$ cat src/rtl/aes128_key_inv_expansion.sv
// Inverse AES-128 key schedule: walks backwards from the round-10 key to the cipher key, one round per request.
// Optional build macro AES128_KEY_INV_FAST_XOR_EN collapses the three word XORs into a single cycle.
module aes128_key_inv_expansion #(
  parameter int EXTERNAL_SBOX = 0
) (
  input  logic         clk_i,
  input  logic         rst_n_i,
  input  logic [127:0] key_i,
  input  logic         start_i,
  input  logic         key_req_i,
  output logic [127:0] key_o,
  output logic [127:0] key_big_end_o,
  output logic         valid_o,
  output logic [3:0]   round_o,
  output logic [7:0]   sbox_sub_o,
  input  logic [7:0]   sbox_sub_i
);

  typedef enum logic [2:0] {
    ST_WAIT,
    ST_XOR,
    ST_ROT,
    ST_SUB,
    ST_RCON,
    ST_FINAL,
    ST_DONE
  } state_t;

  // Forward S-box, byte 0x00 in the most significant position.
  localparam logic [2047:0] SBOX_TABLE = {
    128'h637c777bf26b6fc53001672bfed7ab76,
    128'hca82c97dfa5947f0add4a2af9ca472c0,
    128'hb7fd9326363ff7cc34a5e5f171d83115,
    128'h04c723c31896059a071280e2eb27b275,
    128'h09832c1a1b6e5aa0523bd6b329e32f84,
    128'h53d100ed20fcb15b6acbbe394a4c58cf,
    128'hd0efaafb434d338545f9027f503c9fa8,
    128'h51a3408f929d38f5bcb6da2110fff3d2,
    128'hcd0c13ec5f974417c4a77e3d645d1973,
    128'h60814fdc222a908846eeb814de5e0bdb,
    128'he0323a0a4906245cc2d3ac629195e479,
    128'he7c8376d8dd54ea96c56f4ea657aae08,
    128'hba78252e1ca6b4c6e8dd741f4bbd8b8a,
    128'h703eb5664803f60e613557b986c11d9e,
    128'he1f8981169d98e949b1e87e9ce5528df,
    128'h8ca1890dbfe6426841992d0fb054bb16
  };

  function automatic logic [7:0] sbox_fwd(input logic [7:0] x);
    logic [10:0] base;
    base = {~x, 3'b000};
    return SBOX_TABLE[base +: 8];
  endfunction

  state_t            state_q, state_d;
  logic [3:0][31:0]  word_q;
  logic [31:0]       temp_q;
  logic [7:0]        rcon_q;
  logic [3:0]        round_q;
  logic              valid_q;
  logic [1:0]        cnt_q;
  logic              settle_q;
  logic              req_ok;
  logic [7:0]        sub_in;
  logic [7:0]        sub_out;

  assign req_ok = key_req_i && valid_q && (round_q != 4'd0) && !start_i;

  // word_q[0] is the first AES word; each word keeps AES byte order internally.
  assign key_big_end_o = {word_q[0], word_q[1], word_q[2], word_q[3]};
  assign valid_o       = valid_q;
  assign round_o       = round_q;

  for (genvar b = 0; b < 16; b++) begin : g_byte_rev
    assign key_o[8*b +: 8] = key_big_end_o[8*(15-b) +: 8];
  end

  always_comb begin
    sub_in = 8'h00;
    case (cnt_q)
      2'd0:    sub_in = temp_q[31:24];
      2'd1:    sub_in = temp_q[23:16];
      2'd2:    sub_in = temp_q[15:8];
      default: sub_in = temp_q[7:0];
    endcase
  end

  assign sub_out    = (EXTERNAL_SBOX != 0) ? sbox_sub_i : sbox_fwd(sub_in);
  assign sbox_sub_o = ((EXTERNAL_SBOX != 0) && (state_q == ST_SUB)) ? sub_in : 8'h00;

  always_ff @(posedge clk_i or negedge rst_n_i) begin
    if (!rst_n_i) begin
      state_q <= ST_WAIT;
    end else begin
      state_q <= state_d;
    end
  end

  always_comb begin
    state_d = state_q;
    case (state_q)
      ST_WAIT:  if (req_ok) state_d = ST_XOR;
`ifdef AES128_KEY_INV_FAST_XOR_EN
      ST_XOR:   state_d = ST_ROT;
`else
      ST_XOR:   if (cnt_q == 2'd2) state_d = ST_ROT;
`endif
      ST_ROT:   state_d = ST_SUB;
      ST_SUB:   if (cnt_q == 2'd3) state_d = ST_RCON;
      ST_RCON:  state_d = ST_FINAL;
      ST_FINAL: state_d = ST_DONE;
      ST_DONE:  if (settle_q) state_d = ST_WAIT;
      default:  state_d = ST_WAIT;
    endcase
  end

  // DONE lasts two cycles so a new key becomes visible a fixed latency after the request.
  always_ff @(posedge clk_i or negedge rst_n_i) begin
    if (!rst_n_i) begin
      word_q   <= '0;
      temp_q   <= '0;
      rcon_q   <= 8'h00;
      round_q  <= 4'd0;
      valid_q  <= 1'b0;
      cnt_q    <= 2'd0;
      settle_q <= 1'b0;
    end else begin
      cnt_q <= ((state_q == ST_XOR) || (state_q == ST_SUB)) ? cnt_q + 2'd1 : 2'd0;
      case (state_q)
        ST_WAIT: begin
          if (start_i) begin
            word_q  <= {key_i[31:0], key_i[63:32], key_i[95:64], key_i[127:96]};
            round_q <= 4'd10;
            rcon_q  <= 8'h36;
            valid_q <= 1'b1;
          end else if (req_ok) begin
            valid_q <= 1'b0;
          end
        end
        ST_XOR: begin
`ifdef AES128_KEY_INV_FAST_XOR_EN
          word_q[3] <= word_q[3] ^ word_q[2];
          word_q[2] <= word_q[2] ^ word_q[1];
          word_q[1] <= word_q[1] ^ word_q[0];
`else
          case (cnt_q)
            2'd0:    word_q[3] <= word_q[3] ^ word_q[2];
            2'd1:    word_q[2] <= word_q[2] ^ word_q[1];
            default: word_q[1] <= word_q[1] ^ word_q[0];
          endcase
`endif
        end
        ST_ROT: begin
          temp_q <= {word_q[3][23:0], word_q[3][31:24]};
        end
        ST_SUB: begin
          case (cnt_q)
            2'd0:    temp_q[31:24] <= sub_out;
            2'd1:    temp_q[23:16] <= sub_out;
            2'd2:    temp_q[15:8]  <= sub_out;
            default: temp_q[7:0]   <= sub_out;
          endcase
        end
        ST_RCON: begin
          temp_q[31:24] <= temp_q[31:24] ^ rcon_q;
          rcon_q        <= rcon_q[0] ? (((rcon_q ^ 8'h1B) >> 1) | 8'h80) : (rcon_q >> 1);
        end
        ST_FINAL: begin
          word_q[0] <= word_q[0] ^ temp_q;
          if (round_q != 4'd0) round_q <= round_q - 4'd1;
        end
        ST_DONE: begin
          if (settle_q) begin
            valid_q  <= 1'b1;
            settle_q <= 1'b0;
          end else begin
            settle_q <= 1'b1;
          end
        end
        default: ;
      endcase
    end
  end

endmodule

$ cat config.mk
export PLATFORM = sky130hd
export DESIGN_NAME = aes128_key_inv_expansion
export DESIGN_NICKNAME = d
export VERILOG_FILES = /design/src/rtl/aes128_key_inv_expansion.sv
export SDC_FILE = /design/constraint.sdc
export NUM_CORES = 1
export LEC_CHECK = 0
export CORE_UTILIZATION = 45
export DETAILED_ROUTE_END_ITERATION = 10
export HOLD_SLACK_MARGIN = 0.06
export PLACE_DENSITY = 0.77
export REMOVE_ABC_BUFFERS = 1
export SETUP_SLACK_MARGIN = 0.02
export SKIP_LAST_GASP = 1
export SYNTH_ARGS = -nofsm -noshare
export SYNTH_HDL_FRONTEND = slang
export SYNTH_SLANG_ARGS = --single-unit
$ cat constraint.sdc
create_clock -name clk_i -period 7.2 [get_ports clk_i]
set_clock_uncertainty 0.2 [all_clocks]
set_input_delay 1.44 -clock clk_i [delete_from_list [all_inputs] [get_ports clk_i]]
set_output_delay 1.44 -clock clk_i [all_outputs]
set_load 0.05 [all_outputs]
==> results.cfg, run 1 <==
[drt]
viasPerCell = 6.515
drtIter0Drc = 1936
drt_pass1_iterations = 6
wl_per_cell_microns = 24.92
ant_nets = 0
vias = 15140
routed_wl_microns = 57910
drcViolationCount = 0

[yosys]
ys.flop_type = dfrtp_1
synth_edf_count = 0
synth_seq_cells = 179
synth.largest_area_cell = dfrtp_1
synth_top_area_share = 0.3276
netlist_top_cells_count = 303 x o21ai_0, 199 x nor2_1, 179 x dfrtp_1, 144 x buf_4, 126 x a21oi_1
syn_area_sq_um = 13670
ys_seq_area_frac = 0.3276
yosysMostFrequentCell = o21ai_0
async_flop_share = 1.000
ys_types = 87
yosysWarnings = 0
synth_area_per_cell_sq_um = 7.830
synth_area_leaders = dfrtp_1 33%, o21ai_0 11%, buf_4 7.9%
syn-instance-count = 1746

[place]
port_buffers = 392
gp_congestion = 1.015
place_ws_ns = 2.198
hpwl_microns = 41270

[final_layout]
layout-drive-gt1-share = 0.05898
final_util = 0.5832
nets = 2075
multi_input_area_sq_um = 7468
seq_area_sq_um = 4479
syn2layout_area_growth_pct = 27.10
fillers = 2698

[clock_tree]
clkSinkCount = 179
cts-root-buf = clkbuf_16
cts_tree = done
clockBufferDepth = 2
htreeDepth = 4
postCtsHoldBufs = 0
cts_repair_resize_count = 0
post_cts_buffers = 0
cts.clk_slew.worst_paths_ns = 0.07
cts_buffers = 17
clkLatencyLatePin_ns = 0.43

[critical_path]
cpMaxStageDelayCell = a211oi_1
path_delay_family = compound AO/OA/AOI/OAI gates
regToRegStartpoint = cnt_q[0]
critPathMaxFanout = 32
critPathMaxStageDelay_ns = 0.73
required_ns = 7.33
crit_arrival_ns = 5.47
cp_cell_sequence = inv_1 > ha_1 > a22oi_1 > a22o_2 > buf_4 > ha_1 > inv_1 > a211oi_1 > o21ai_0 > o311ai_1 > o21ai_0 > a221o_1 > a211oi_2 > nor2_1 > a211oi_1
startpoint = cnt_q[0]
crit_buf_inv = 3
start_kind = flop
path_class = flop to flop
endpoint_kind = flop

[global_routing]
track_usage = 0.3635
overflow = 0
grt_max_degree = 106
grt_pass1_vias = 13750
grt_pass1_wl_microns = 86190
antenna_found_initial = 0

[hold_path]
hold_class = flop to flop
holdCritStartpoint = cnt_q[0]

[sta]
rsz0062_at_grt = false
finalSetupTns_ns = 0
slew_headroom = 0.1900
tightest_slew_ns = 1.205
max_freq_ghz = 0.1872
period_needed_ns = 5.342
finalCritPeriodShare = 0.7419
slew_violations = 0
hold_viol = 0
setup_slack_ns = 1.858
setup_viol = 0

[floorplanning]
coreArea_sq_um = 29800
boundaryPins = 409
row_count = 63
fp.dieW_microns = 176.3
die_h_microns = 176.3
start_util = 0.4588
die-area_sq_um = 31080

[flow_run]
max-cap-violations = 0

[status]
status = finished, final reports clean
through the flow:
stage,cells,hold slack [ns],instance area (sq um)
floorplan,1468,0.2638,11980
global placement,2291,0.2748,16800
detailed placement,2291,0.2965,16800
CTS,2323,0.3065,17370
global route,2323,0.3355,17370
finish,2324,0.3110,17380
metal layers:
layer  routed length, microns  vias up  GRT usage
met4                     2566        0     0.1659
met5                        0        -          0
li1                         -     6699          -
met1                    22390     7380     0.4669
met2                    27830      913     0.5984
met3                     5127      148    0.05922
flip-flops by register name, indices dropped and copies added (netlist names):
register       cells
temp_q            32
key_big_end_o    128
cnt_q              2
settle_q           1
rcon_q             8
valid_o            1
state_q            3
round_o            4
layout by cell type, fill, tap and decap left out, types with 6 or more instances in the layout:
cell type,netlist,layout
a2111oi_0,7,7
a211oi_1,37,37
a21oi_1,126,123
a221o_1,24,24
a221oi_1,13,13
a22oi_1,77,77
a311oi_1,12,12
a31oi_1,27,27
and2_1,6,6
buf_4,144,40
clkbuf_16,0,17
clkdlybuf4s50_1,0,391
conb_1,1,8
dfrtp_1,179,179
ha_1,15,15
inv_1,28,28
mux2i_1,8,7
nand2_1,95,94
nand3_1,29,29
nor2_1,199,199
nor2b_1,7,6
nor3_1,33,33
nor3b_1,51,51
nor4_1,9,9
o211ai_1,16,16
o21ai_0,303,303
o221ai_1,12,12
o22ai_1,22,22
o311ai_0,8,8
o31ai_1,9,9
xnor2_1,8,8
cell type report:
cell class,instances,area share
timing repair buffer,433,0.2445
antenna,1,0.0001440
sequential,179,0.2578
inverter,30,0.006480
multi-input combinational,1259,0.4298
tap,390,0.02808
clock buffer,20,0.02571
clock inverter,12,0.007560
cell families (layout without fill, tap and decap cells):
group / after synthesis / after routing / synth area share
compound gates: 751 / 751 / 0.3465
simple gates: 458 / 458 / 0.1576
buf+inv: 315 / 495 / 0.1342
flops: 179 / 179 / 0.3276
fa+ha+maj: 15 / 15 / 0.01373
mux: 14 / 14 / 0.01181
xor+xnor: 13 / 13 / 0.008328
other cells: 1 / 9 / 0.0002743
worst reg2reg max path, delay by kind of cell, from the launching register on:
family                   cells  cell delay [ns]
buffers and inverters        3             0.62
AO/OA/AOI/OAI                9             2.84
flip-flops                   1             0.41
adder cells (fa/ha/maj)      2             1.06
AND/OR/NAND/NOR              1             0.12
worst paths after layout:
check / end / slack (ns) / cells past startpoint
worst max-delay path: temp_q[14] / 1.86 / 15
worst max register to register: temp_q[14] / 1.86 / 15
worst min-delay path: cnt_q[0] / 0.31 / 1
min in group asynchronous: key_big_end_o[77] / 0.92 / 1
worst min register to register: cnt_q[0] / 0.31 / 1
max in group asynchronous: key_big_end_o[125] / 4.29 / 2
Power of run 1 is left out: the tool's default activity adds up to more than one toggle a clock period on the data nets, which glitch-free logic cannot reach.
==> inputs of run 2 (changes only) <==
- CORE_UTILIZATION: 45 -> 44
- PLACE_DENSITY: 0.77 -> 0.78
- clock period: 7.2 -> 4.4 ns (I/O delays scaled with it)
==> run 2 against run 1 <==
Against the previous run: global-route usage is 2.5 points higher; fmax is 28% higher; register-to-register slack worse by 1.6 ns; critical path depth is 3 lower; cell area is 6.7% higher; utilization is 2.3 points higher; largest cell class unchanged; highest routed layer unchanged.
==> results.cfg, run 2 (same netlist as run 1, synthesis figures left out) <==
[clock_tree]
cts-root-buf = clkbuf_16
clkLatencyLatePin_ns = 0.44
cts_tree = done
cts_buffers = 17
clockBufferDepth = 2
postCtsHoldBufs = 0
htreeDepth = 4
cts.clk_slew.worst_paths_ns = 0.07
clkSinkCount = 179

[drt]
routed_wl_microns = 63320
ant_nets = 0
wl_per_cell_microns = 25.66
vias = 15790
drt_pass1_iterations = 6
drcViolationCount = 0
drtIter0Drc = 1665
viasPerCell = 6.396

[critical_path]
path_class = flop to flop
endpoint_kind = flop
path_delay_family = compound AO/OA/AOI/OAI gates
rr_endpoint = temp_q[22]
required_ns = 4.53
crit_path_frequent_cell = nor2_1
ff2ff_path_depth = 12
rrSetupSlack_ns = 0.24
start_kind = flop
critPathMaxStageDelay_ns = 0.44
crit_buf_inv = 2
cp_cell_sequence = ha_1 > buf_4 > a21oi_2 > a21o_1 > buf_12 > nor2_1 > o211ai_1 > o31ai_1 > a221o_1 > a211oi_2 > nor2_1 > a211oi_1
cpMaxStageDelayCell = a21oi_2
regToRegStartpoint = cnt_q[0]
critPathMaxFanout = 35
crit_arrival_ns = 4.29

[final_layout]
layout_common_cells = 391 x clkdlybuf4s50_1, 303 x o21ai_0, 197 x nor2_1
final_common_cell = clkdlybuf4s50_1
diodes = 0
syn2layout_area_growth_pct = 35.67
nets = 2215
largest_reg_flops = 128
layout-drive-gt1-share = 0.1274

[sta]
tightest_slew_ns = 1.179
setup_viol = 0
finalCritPeriodShare = 0.9460
slew_headroom = 0.2090
hold_viol = 0
finalSetupTns_ns = 0
slew_violations = 0
period_needed_ns = 4.162
max_freq_ghz = 0.2402

[global_routing]
antenna_found_initial = 0
grt_pass1_wl_microns = 92470
overflow = 0
grt_pass1_vias = 14690
track_usage = 0.3888
grt_max_degree = 114

[floorplanning]
boundaryPins = 409
row_count = 64
fp.dieW_microns = 178.3
die-area_sq_um = 31780
coreArea_sq_um = 30590
die_h_microns = 178.3
start_util = 0.4469

[place]
hpwl_microns = 47410
port_buffers = 392
gp_congestion = 1.019

[flow_run]
max-cap-violations = 0

[hold_path]
hold_class = input pin to asynchronous set/reset pin

[status]
status = finished, final reports clean
-- run 2: cell types whose count changed in the layout (fill, tap and decap cells not counted), sizes merged --
cell / before / now
clkinvlp: 3 / 5
mux2i: 9 / 10
inv: 31 / 33
diode: 1 / 0
clkinv: 6 / 4
bufinv: 2 / 0
buf: 41 / 180
clkbuf: 21 / 20
-- run 2: what timing repair did --
item	4_1_cts	5_1_grt
resized for setup	0	10
setup buffers	0	7
endpoints found under the setup margin	0	23
-- run 2: worst max path at each step --
stage               startpoint         end  slack [ns]  cells after the start
detailed placement    cnt_q[0]   temp_q[0]        0.21                     15
finish                cnt_q[0]  temp_q[22]        0.24                     12
global placement      cnt_q[0]   temp_q[0]        0.13                     15
global route          cnt_q[0]   temp_q[8]      -0.005                     14
floorplan             cnt_q[0]   temp_q[4]       -1.32                     11
CTS                   cnt_q[0]   temp_q[0]        0.11                     15
-- run 2: cell type report --
type,count,area [sq um]
multi-input cells,1260,7507
flip-flops and latches,179,4479
well taps,396,495.5
clock buffers,19,432.9
repair buffers,572,5416
fillers,2653,12040
clock inverters,12,101.3
inverters,30,116.4
-- run 2: routing by layer --
layer	GRT usage	vias up	part of all wire	routed length, microns
met5	0	-	0	0
met3	0.06628	176	0.085	5355
li1	-	6986	-	-
met1	0.4832	7708	0.38	24310
met2	0.6370	915	0.47	29920
met4	0.2207	0	0.059	3738
-- run 2: stage by stage --
step                      hold WS (ns)  area [sq um]  utilization  setup WS (ns)  cells
after floorplan                 0.2638         11980            -         -1.316   1468
after global placement          0.2786         17910       0.5854         0.1292   2429
after detailed placement        0.2973         17910       0.5854         0.2106   2429
after CTS                       0.3056         18440       0.6028         0.1093   2460
after global routing            0.3383         18550       0.6064      -0.005332   2468
final                           0.3087         18550       0.6064         0.2376   2468
Power of run 2 is left out for the same reason.
==> inputs of run 3 (changes only) <==
- TNS_END_PERCENT: unset -> 20
==> results of run 3 <==
Final layout, timing and power as in run 2 (identical DEF).
Power of run 3 is left out for the same reason.
